File: src/rtl/serial_addsub_ctrl_pkg.sv
// Shared definitions for the bit-serial adder/subtractor sequencer.
// The optional signed-overflow output is enabled by defining SERIAL_ADDSUB_OVF_EN.
package serial_addsub_ctrl_pkg;

  localparam int ADDSUB_WIDTH = 16;

  localparam logic OP_ADD = 1'b0;
  localparam logic OP_SUB = 1'b1;

  typedef enum logic [1:0] {
    ST_IDLE = 2'd0,
    ST_RUN  = 2'd1,
    ST_DONE = 2'd2
  } state_t;

  // Operand B as presented to the bit slice: inverted for subtraction (carry-in supplies the +1).
  function automatic logic [ADDSUB_WIDTH-1:0] opb_prep(input logic [ADDSUB_WIDTH-1:0] b,
                                                       input logic sub);
    return b ^ {ADDSUB_WIDTH{sub}};
  endfunction

endpackage

File: src/rtl/serial_addsub_ctrl_if.sv
// Start/busy/done handshake and operand/result bus of the serial adder/subtractor.
// The ovf signal exists only when SERIAL_ADDSUB_OVF_EN is defined.
interface serial_addsub_ctrl_if
  import serial_addsub_ctrl_pkg::*;
#(
  parameter int WIDTH = ADDSUB_WIDTH
);

  logic             start;
  logic             sub;
  logic [WIDTH-1:0] a;
  logic [WIDTH-1:0] b;
  logic             busy;
  logic             done;
  logic [WIDTH-1:0] result;
  logic             cout;
`ifdef SERIAL_ADDSUB_OVF_EN
  logic             ovf;

  modport master (output start, sub, a, b,
                  input  busy, done, result, cout, ovf);
  modport slave  (input  start, sub, a, b,
                  output busy, done, result, cout, ovf);
`else
  modport master (output start, sub, a, b,
                  input  busy, done, result, cout);
  modport slave  (input  start, sub, a, b,
                  output busy, done, result, cout);
`endif

endinterface

File: src/rtl/serial_addsub_ctrl_fa.sv
// One-bit full adder; the single bit slice time-shared by the serial sequencer.
module serial_addsub_ctrl_fa (
  input  logic a,
  input  logic b,
  input  logic cin,
  output logic s,
  output logic cout
);

  assign s    = a ^ b ^ cin;
  assign cout = (a & b) | (cin & (a ^ b));

endmodule

File: src/rtl/serial_addsub_ctrl.sv
// Bit-serial add/subtract sequencer: one full adder, WIDTH cycles per operation.
// Define SERIAL_ADDSUB_OVF_EN to add the registered signed-overflow output.
//
// state   | meaning
// --------+-------------------------------------------------------------
// ST_IDLE | waiting for start; result/cout hold the last operation
// ST_RUN  | one bit per cycle through the full adder, LSB first
// ST_DONE | single cycle with done=1; start here chains the next op
module serial_addsub_ctrl
  import serial_addsub_ctrl_pkg::*;
#(
  parameter int WIDTH = ADDSUB_WIDTH
) (
  input  logic               clk,
  input  logic               rst,
  serial_addsub_ctrl_if.slave bus
);

  localparam int CW = $clog2(WIDTH);

  state_t           state_q, state_d;
  logic [WIDTH-1:0] opa_q;
  logic [WIDTH-1:0] opb_q;
  logic [WIDTH-1:0] result_q;
  logic [CW-1:0]    cnt_q;
  logic             carry_q;
  logic             cout_q;
  logic             accept;
  logic             last;
  logic             fa_s;
  logic             fa_co;
`ifdef SERIAL_ADDSUB_OVF_EN
  logic             ovf_q;
`endif

  serial_addsub_ctrl_fa u_fulladder (
    .a    (opa_q[0]),
    .b    (opb_q[0]),
    .cin  (carry_q),
    .s    (fa_s),
    .cout (fa_co)
  );

  assign last = (cnt_q == CW'(WIDTH - 1));

  always_comb begin
    state_d = state_q;
    accept  = 1'b0;
    case (state_q)
      ST_IDLE: begin
        if (bus.start) begin
          accept  = 1'b1;
          state_d = ST_RUN;
        end
      end
      ST_RUN: begin
        if (last) state_d = ST_DONE;
      end
      ST_DONE: begin
        if (bus.start) begin
          accept  = 1'b1;
          state_d = ST_RUN;
        end else begin
          state_d = ST_IDLE;
        end
      end
      default: state_d = ST_IDLE;
    endcase
  end

  // opa doubles as the sum shift register: sum bits enter at the MSB as operand bits leave at the LSB.
  always_ff @(posedge clk) begin
    if (rst) begin
      state_q  <= ST_IDLE;
      opa_q    <= '0;
      opb_q    <= '0;
      result_q <= '0;
      cnt_q    <= '0;
      carry_q  <= 1'b0;
      cout_q   <= 1'b0;
`ifdef SERIAL_ADDSUB_OVF_EN
      ovf_q    <= 1'b0;
`endif
    end else begin
      state_q <= state_d;
      if (accept) begin
        opa_q   <= bus.a;
        opb_q   <= bus.b ^ {WIDTH{bus.sub}};
        carry_q <= bus.sub;
        cnt_q   <= '0;
      end else if (state_q == ST_RUN) begin
        opa_q   <= {fa_s, opa_q[WIDTH-1:1]};
        opb_q   <= {1'b0, opb_q[WIDTH-1:1]};
        carry_q <= fa_co;
        cnt_q   <= cnt_q + CW'(1);
        if (last) begin
          result_q <= {fa_s, opa_q[WIDTH-1:1]};
          cout_q   <= fa_co;
`ifdef SERIAL_ADDSUB_OVF_EN
          // carry_q at this point is the carry into the MSB
          ovf_q    <= carry_q ^ fa_co;
`endif
        end
      end
    end
  end

  assign bus.busy   = (state_q == ST_RUN);
  assign bus.done   = (state_q == ST_DONE);
  assign bus.result = result_q;
  assign bus.cout   = cout_q;
`ifdef SERIAL_ADDSUB_OVF_EN
  assign bus.ovf    = ovf_q;
`endif

endmodule

File: src/flat_wrapper.sv
// flat-port wrapper written by rule: the top's interface ports become plain ports
module serial_addsub_ctrl_flat import serial_addsub_ctrl_pkg::*;
#(
  parameter int WIDTH = ADDSUB_WIDTH
)
  (clk, rst, bus_start, bus_sub, bus_a, bus_b, bus_busy, bus_done, bus_result, bus_cout);
  serial_addsub_ctrl_if #(.WIDTH(WIDTH)) bus_i ();
  input  logic clk;
  input  logic rst;
  input wire logic [$bits(bus_i.start)-1:0] bus_start;
  input wire logic [$bits(bus_i.sub)-1:0] bus_sub;
  input wire logic [$bits(bus_i.a)-1:0] bus_a;
  input wire logic [$bits(bus_i.b)-1:0] bus_b;
  output wire logic [$bits(bus_i.busy)-1:0] bus_busy;
  output wire logic [$bits(bus_i.done)-1:0] bus_done;
  output wire logic [$bits(bus_i.result)-1:0] bus_result;
  output wire logic [$bits(bus_i.cout)-1:0] bus_cout;
  assign bus_i.start = bus_start;
  assign bus_i.sub = bus_sub;
  assign bus_i.a = bus_a;
  assign bus_i.b = bus_b;
  assign bus_busy = bus_i.busy;
  assign bus_done = bus_i.done;
  assign bus_result = bus_i.result;
  assign bus_cout = bus_i.cout;
  serial_addsub_ctrl #(.WIDTH(WIDTH)) u_core (.clk(clk), .rst(rst), .bus(bus_i));
endmodule
File: config.mk
export PLATFORM = sky130hd
export DESIGN_NAME = serial_addsub_ctrl_flat
export DESIGN_NICKNAME = d
export VERILOG_FILES = /design/src/rtl/serial_addsub_ctrl_pkg.sv /design/src/rtl/serial_addsub_ctrl_if.sv /design/src/rtl/serial_addsub_ctrl_fa.sv /design/src/rtl/serial_addsub_ctrl.sv /design/src/flat_wrapper.sv
export SDC_FILE = /design/constraint.sdc
export NUM_CORES = 1
export LEC_CHECK = 0
export CAP_MARGIN = 20
export CORE_AREA = 2 2 88 90
export CTS_BUF_LIST = sky130_fd_sc_hd__clkbuf_4 sky130_fd_sc_hd__clkbuf_8
export DETAILED_ROUTE_END_ITERATION = 8
export DIE_AREA = 0 0 90 92
export SLEW_MARGIN = 20
export SYNTH_ARGS = -nofsm -noshare
export SYNTH_HDL_FRONTEND = slang
export SYNTH_HIERARCHICAL = 1
export SYNTH_SLANG_ARGS = --single-unit
File: constraint.sdc
create_clock -name clk -period 2.17 [get_ports clk]
set_clock_uncertainty 0.1 [all_clocks]
set_input_delay 0.434 -clock clk [delete_from_list [all_inputs] [get_ports clk]]
set_output_delay 0.434 -clock clk [all_outputs]
set_load 0.01 [all_outputs]
# --- After elaboration in Yosys (flattened, before gate mapping) ---
# Cells that the tools add are included.
totals:
  regBits: 56
  wordCells: 38
  in_bits: 36
classes:
  n_mux: 12
  n_eq_ne: 5
  n_addsub: 1
  n_reduce_logical: 6
  bitwise_logic: 7
op_table:
  columns: ["op", "count"]
  rows:
  - ["$mux W16", 4]
  - ["$xor A16 B16 Y16", 1]
  - ["$pmux W2 S3", 1]
  - ["$mux W1", 5]
  - ["$add A4 B1 Y4 const B", 1]
  - ["$eq A4 B4 Y1 const B", 1]
  - ["$mux W2", 2]
  - ["$reduce_or A2 Y1", 2]
  - ["$reduce_and A3 Y1", 1]
  - ["$and A1 B1 Y1", 2]
  - ["$eq A2 B1 Y1 const B", 1]
  - ["$eq A2 B2 Y1 const B", 1]
  - ["$logic_not A2 Y1", 1]
  - ["$ne A2 B1 Y1 const B", 1]
  - ["$ne A2 B2 Y1 const B", 1]
  - ["$reduce_and A2 Y1", 1]
  - ["$reduce_bool A2 Y1", 1]
  - ["$xor A1 B1 Y1", 2]
  - ["$not A1 Y1", 1]
  - ["$or A1 B1 Y1", 1]

# --- Logic depth before layout (Yosys ltp) ---
depth:
  word_depth: 5
  mapped_depth: 6
  ltp_nobuf: 4

# --- Modules after synthesis ---
# Netlist, hierarchy kept.
modules_own_cells:
  columns: ["mod", "area_each_um2", "cells_each", "instances"]
  rows:
  - ["serial_addsub_ctrl", 2477.4, 304, 1]
  - ["serial_addsub_ctrl_fa", 20.0, 1, 1]

# --- Worst setup path before layout ---
# No wires, ideal clock.
synth_path:
  path_kind: "register to register"
  start: "register u_core.opa_q[0]"
  end: "register u_core.result_q[15], in the netlist u_core/bus.result[15]"
  path_buffers: 0
  arrival_ns: 1.337
  slack_ns: 0.663
  stages_incl_launch_ff: 5
  setup_ns: 0.070
  synth_period_minus_slack_ns: 1.507
  required_ns: 2.000
  path_cell_list: "dfxtp_1 > fa_1 > inv_1 > or3_1 > a21oi_1"
synth_between:
  elab_chain_len: 2
synth_rtl:
  columns: ["item", "line_no", "text"]
  rows:
  - ["from (decl)", "serial_addsub_ctrl.sv:22", "logic [WIDTH-1:0] opa_q;"]
  - ["from (signal assigned)", "serial_addsub_ctrl.sv:87", "opa_q <= bus.a;"]
  - ["from (signal assigned)", "serial_addsub_ctrl.sv:92", "opa_q <= {fa_s, opa_q[WIDTH-1:1]};"]
  - ["$xor A1 B1 Y1 (2 in a row)", "serial_addsub_ctrl_fa.sv:10", "assign s = a ^ b ^ cin;"]
  - ["named net u_core.fa_s", "serial_addsub_ctrl.sv:30", "logic fa_s;"]
  - ["to (signal assigned)", "serial_addsub_ctrl.sv:97", "result_q <= {fa_s, opa_q[WIDTH-1:1]};"]
  - ["to (decl)", "serial_addsub_ctrl.sv:24", "logic [WIDTH-1:0] result_q;"]
# The timed path passes the listed nets, and every way through them passes these cells.
# A chain may end at the register's enable or synchronous reset.

# --- Final worst setup path ---
layout_path:
  start: "register u_core.state_q[0]"
  end: "output port bus_busy"
layout_between:
  elab_chain_len: 1
layout_rtl:
  columns: ["item", "line_no", "text"]
  rows:
  - ["from (decl)", "serial_addsub_ctrl.sv:21", "state_t state_q, state_d;"]
  - ["from (signal assigned)", "serial_addsub_ctrl.sv:85", "state_q <= state_d;"]
  - ["$eq A2 B1 Y1", "serial_addsub_ctrl.sv:108", "assign bus.busy = (state_q == ST_RUN);"]
  - ["to (decl)", "flat_wrapper.sv:14", "output wire logic [$bits(bus_i.busy)-1:0] bus_busy;"]
# No other way between the ends.

==> flow_metrics.py <==
metrics = {
    "setup_path": {
        "path_cells": "nand2b_2 -> inv_2 -> clkdlybuf4s50_1",
        "cp.required_ns": 1.64,
        "path_max_fanout": 5,
        "slowest_stage": "clkdlybuf4s50_1",
        "startpoint_type": "register",
        "end_kind": "primary output",
        "worst-path-buf-inv": 2,
        "cp.arrival_ns": 1.43,
        "criticalPathCategory": "reg -> out",
        "slowest_delay_ns": 0.52,
        "crit_family": "buffers and inverters",
    },
    "grt": {
        "grt_remaining_overflow": 0,
        "grt_use_total_pct": 13.5,
        "grt_pass1_vias": 1898,
        "antenna_found_initial": 0,
        "grt_pass1_wl_um": 9170,
        "grt_start_max_net_pins": 70,
    },
    "timing": {
        "max_freq_mhz": 508,
        "worst_pin_slew_ns": 0.379,
        "rsz0062_at_grt": "false",
        "fin_crit_sh_pct": 90.7,
        "finalMaxSlewViolations": 0,
        "final-setup-viol-count": 0,
        "period_minus_slack_ns": 1.97,
        "finalHoldViolations": 0,
        "setup_tns_ns": 0,
        "relSlewSlack_pct": 74.7,
    },
    "drt": {
        "via_count": 2203,
        "drt_iter0_markers": 153,
        "routed_wl_um": 5590,
        "drtAntennaViolNets": 0,
        "firstDrtPassIters": 5,
        "wl_per_cell_um": 12.5,
        "drc_errors": 0,
        "viasPerCell": 4.92,
    },
    "yosys": {
        "synth_seq_area_share_pct": 44.9,
        "ys_seq_elements": 56,
        "syn_nets": 343,
        "postSynthAreaPerCell_um2": 8.19,
        "netlist_instances": 305,
        "yosysWarnings": 6,
        "netlist-cell-type-count": 28,
        "synth_area_mm2": 0.00250,
    },
    "pwr": {
        "p_total_mw": 2.04,
        "peakVddDrop_mv": 0.221,
        "power_density_mw_per_mm2": 636,
        "leakagePower_nw": 1.12,
    },
    "floorplan": {
        "fp.dieArea_mm2": 0.00828,
        "io_pins": 55,
        "core-area_mm2": 0.00745,
        "chipWidth_um": 90,
        "die_h_um": 92,
        "row_count": 32,
        "start_util_pct": 33.5,
    },
    "outcome": {
        "status": "complete, no violations",
    },
    "run": {
        "max_cap_violations": 0,
    },
    "clock_network": {
        "clk_path_buf_depth": 2,
        "hold_buffers": 0,
        "post_cts_buffers": 0,
        "cts-root-buf": "clkbuf_8",
        "htreeDepth": 2,
        "clock_sinks": 56,
        "clk_pin_slew_ns": 0.09,
        "cts_buffers": 5,
        "cts-resized-gates": 0,
        "insertion_delay_ns": 0.31,
        "cts_tree": "built",
    },
    "layout": {
        "nFillCells": 796,
        "register_area_mm2": 0.00112,
        "final_common_cell": "dfxtp_1",
        "instances_no_fill": 448,
        "syn_to_final_growth_pct": 28.1,
        "final_cell_mix": "dfxtp_1 (56), clkdlybuf4s50_1 (54), o21ai_0 (30), nand2_1 (29), nor3_1 (28)",
        "diodes": 0,
        "nNetsFinal": 384,
        "multiInputGateArea_mm2": 0.00115,
        "drive_gt1_share_pct": 5.20,
    },
    "placed_design": {
        "port_buffers": 54,
        "hpwl_um": 3560,
        "place_inst": 441,
        "place_congestion": 0.731,
    },
    "min_path": {
        "hold_class": "reg -> reg",
    },
}
path summary, 6_finish.rpt:
check                                            from                     to  slack [ns]  depth (start not counted)
worst min-delay path            u_core/bus.result[14]  u_core/bus.result[14]        0.38                          2
worst max register to register        u_core/opa_q[0]  u_core/bus.result[15]        0.56                          4
worst min register to register  u_core/bus.result[14]  u_core/bus.result[14]        0.38                          2
worst max-delay path                u_core/state_q[0]               bus_busy        0.20                          3
cell type report:
| type | count | share of cell area [%] |
|---|---|---|
| flip-flops and latches | 56 | 35.0 |
| repair buffers | 63 | 20.2 |
| well taps | 102 | 3.99 |
| multi-input cells | 201 | 36.0 |
| clock buffers | 6 | 2.39 |
| inverters | 19 | 2.23 |
| clock inverters | 1 | 0.156 |
worst min-delay path: stages, from the launching register on:
cell and delay [ns]:
dfxtp_1 0.32, o21ai_0 0.06, a21oi_1 0.06
report_power, final:
part	internal [mW]	leakage, nW	switching, mW	total (mW)
Clock	0.233	0.0445	0.325	0.558
Sequential	1.09	0.459	0.0416	1.13
Combinational	0.167	0.619	0.178	0.346
Total	1.49	1.12	0.544	2.04
cell usage after synthesis (all sizes together):
cell type,instances,area (µm²)
a21oi,25,125
a22oi,6,45.0
a311oi,1,8.76
a31oi,13,81.3
and2b,1,7.51
buf,15,103
clkbuf,14,52.6
dfxtp,56,1120
fa,1,20.0
ha,1,12.5
inv,19,71.3
mux2i,2,20.0
nand2,29,109
nand2b,2,12.5
nand3,9,45.0
nand3b,1,7.51
nand4,1,6.26
nor2,2,7.51
nor2b,1,6.26
nor3,28,140
o21ai,30,150
o22ai,12,75.1
or3,18,113
xnor2,1,8.76
xor2,17,149
stage by stage:
stage	hold WS [ns]	util, %	setup WS (ns)	area, µm²
floorplan	0.344	-	0.663	2500
global placement	0.352	41.9	0.404	3120
detailed placement	0.361	41.9	0.385	3120
CTS	0.378	43.0	0.179	3200
global route	0.396	43.0	0.124	3200
finish	0.379	43.0	0.202	3200
layer usage:
metal | vias up | track usage, % | wire (µm)
met5 | - | 0 | 0
met4 | 0 | 5.38 | 92
met3 | 8 | 3.20 | 294
met2 | 67 | 21.7 | 2490
met1 | 989 | 17.6 | 2710
li1 | 1139 | - | -
sequential cells by signal, summed over array words and instances, names as in the netlist:
signal and count:
u_core/cnt_q 4, u_core/state_q 2, u_core/opa_q 16, u_core/carry_q 1
u_core/opb_q 16, u_core/bus.cout 1, u_core/bus.result 16
kinds of logic after synthesis:
family	Yosys count	share of synthesized area (%)
AND/OR/NAND/NOR	92	18.2
XOR/XNOR	18	6.31
adder cells (fa/ha/maj)	2	1.30
buffers and inverters	48	9.07
flip-flops	56	44.9
AO/OA/AOI/OAI	87	19.4
multiplexers	2	0.802
No activity file was read; power rests on OpenSTA's default activity.
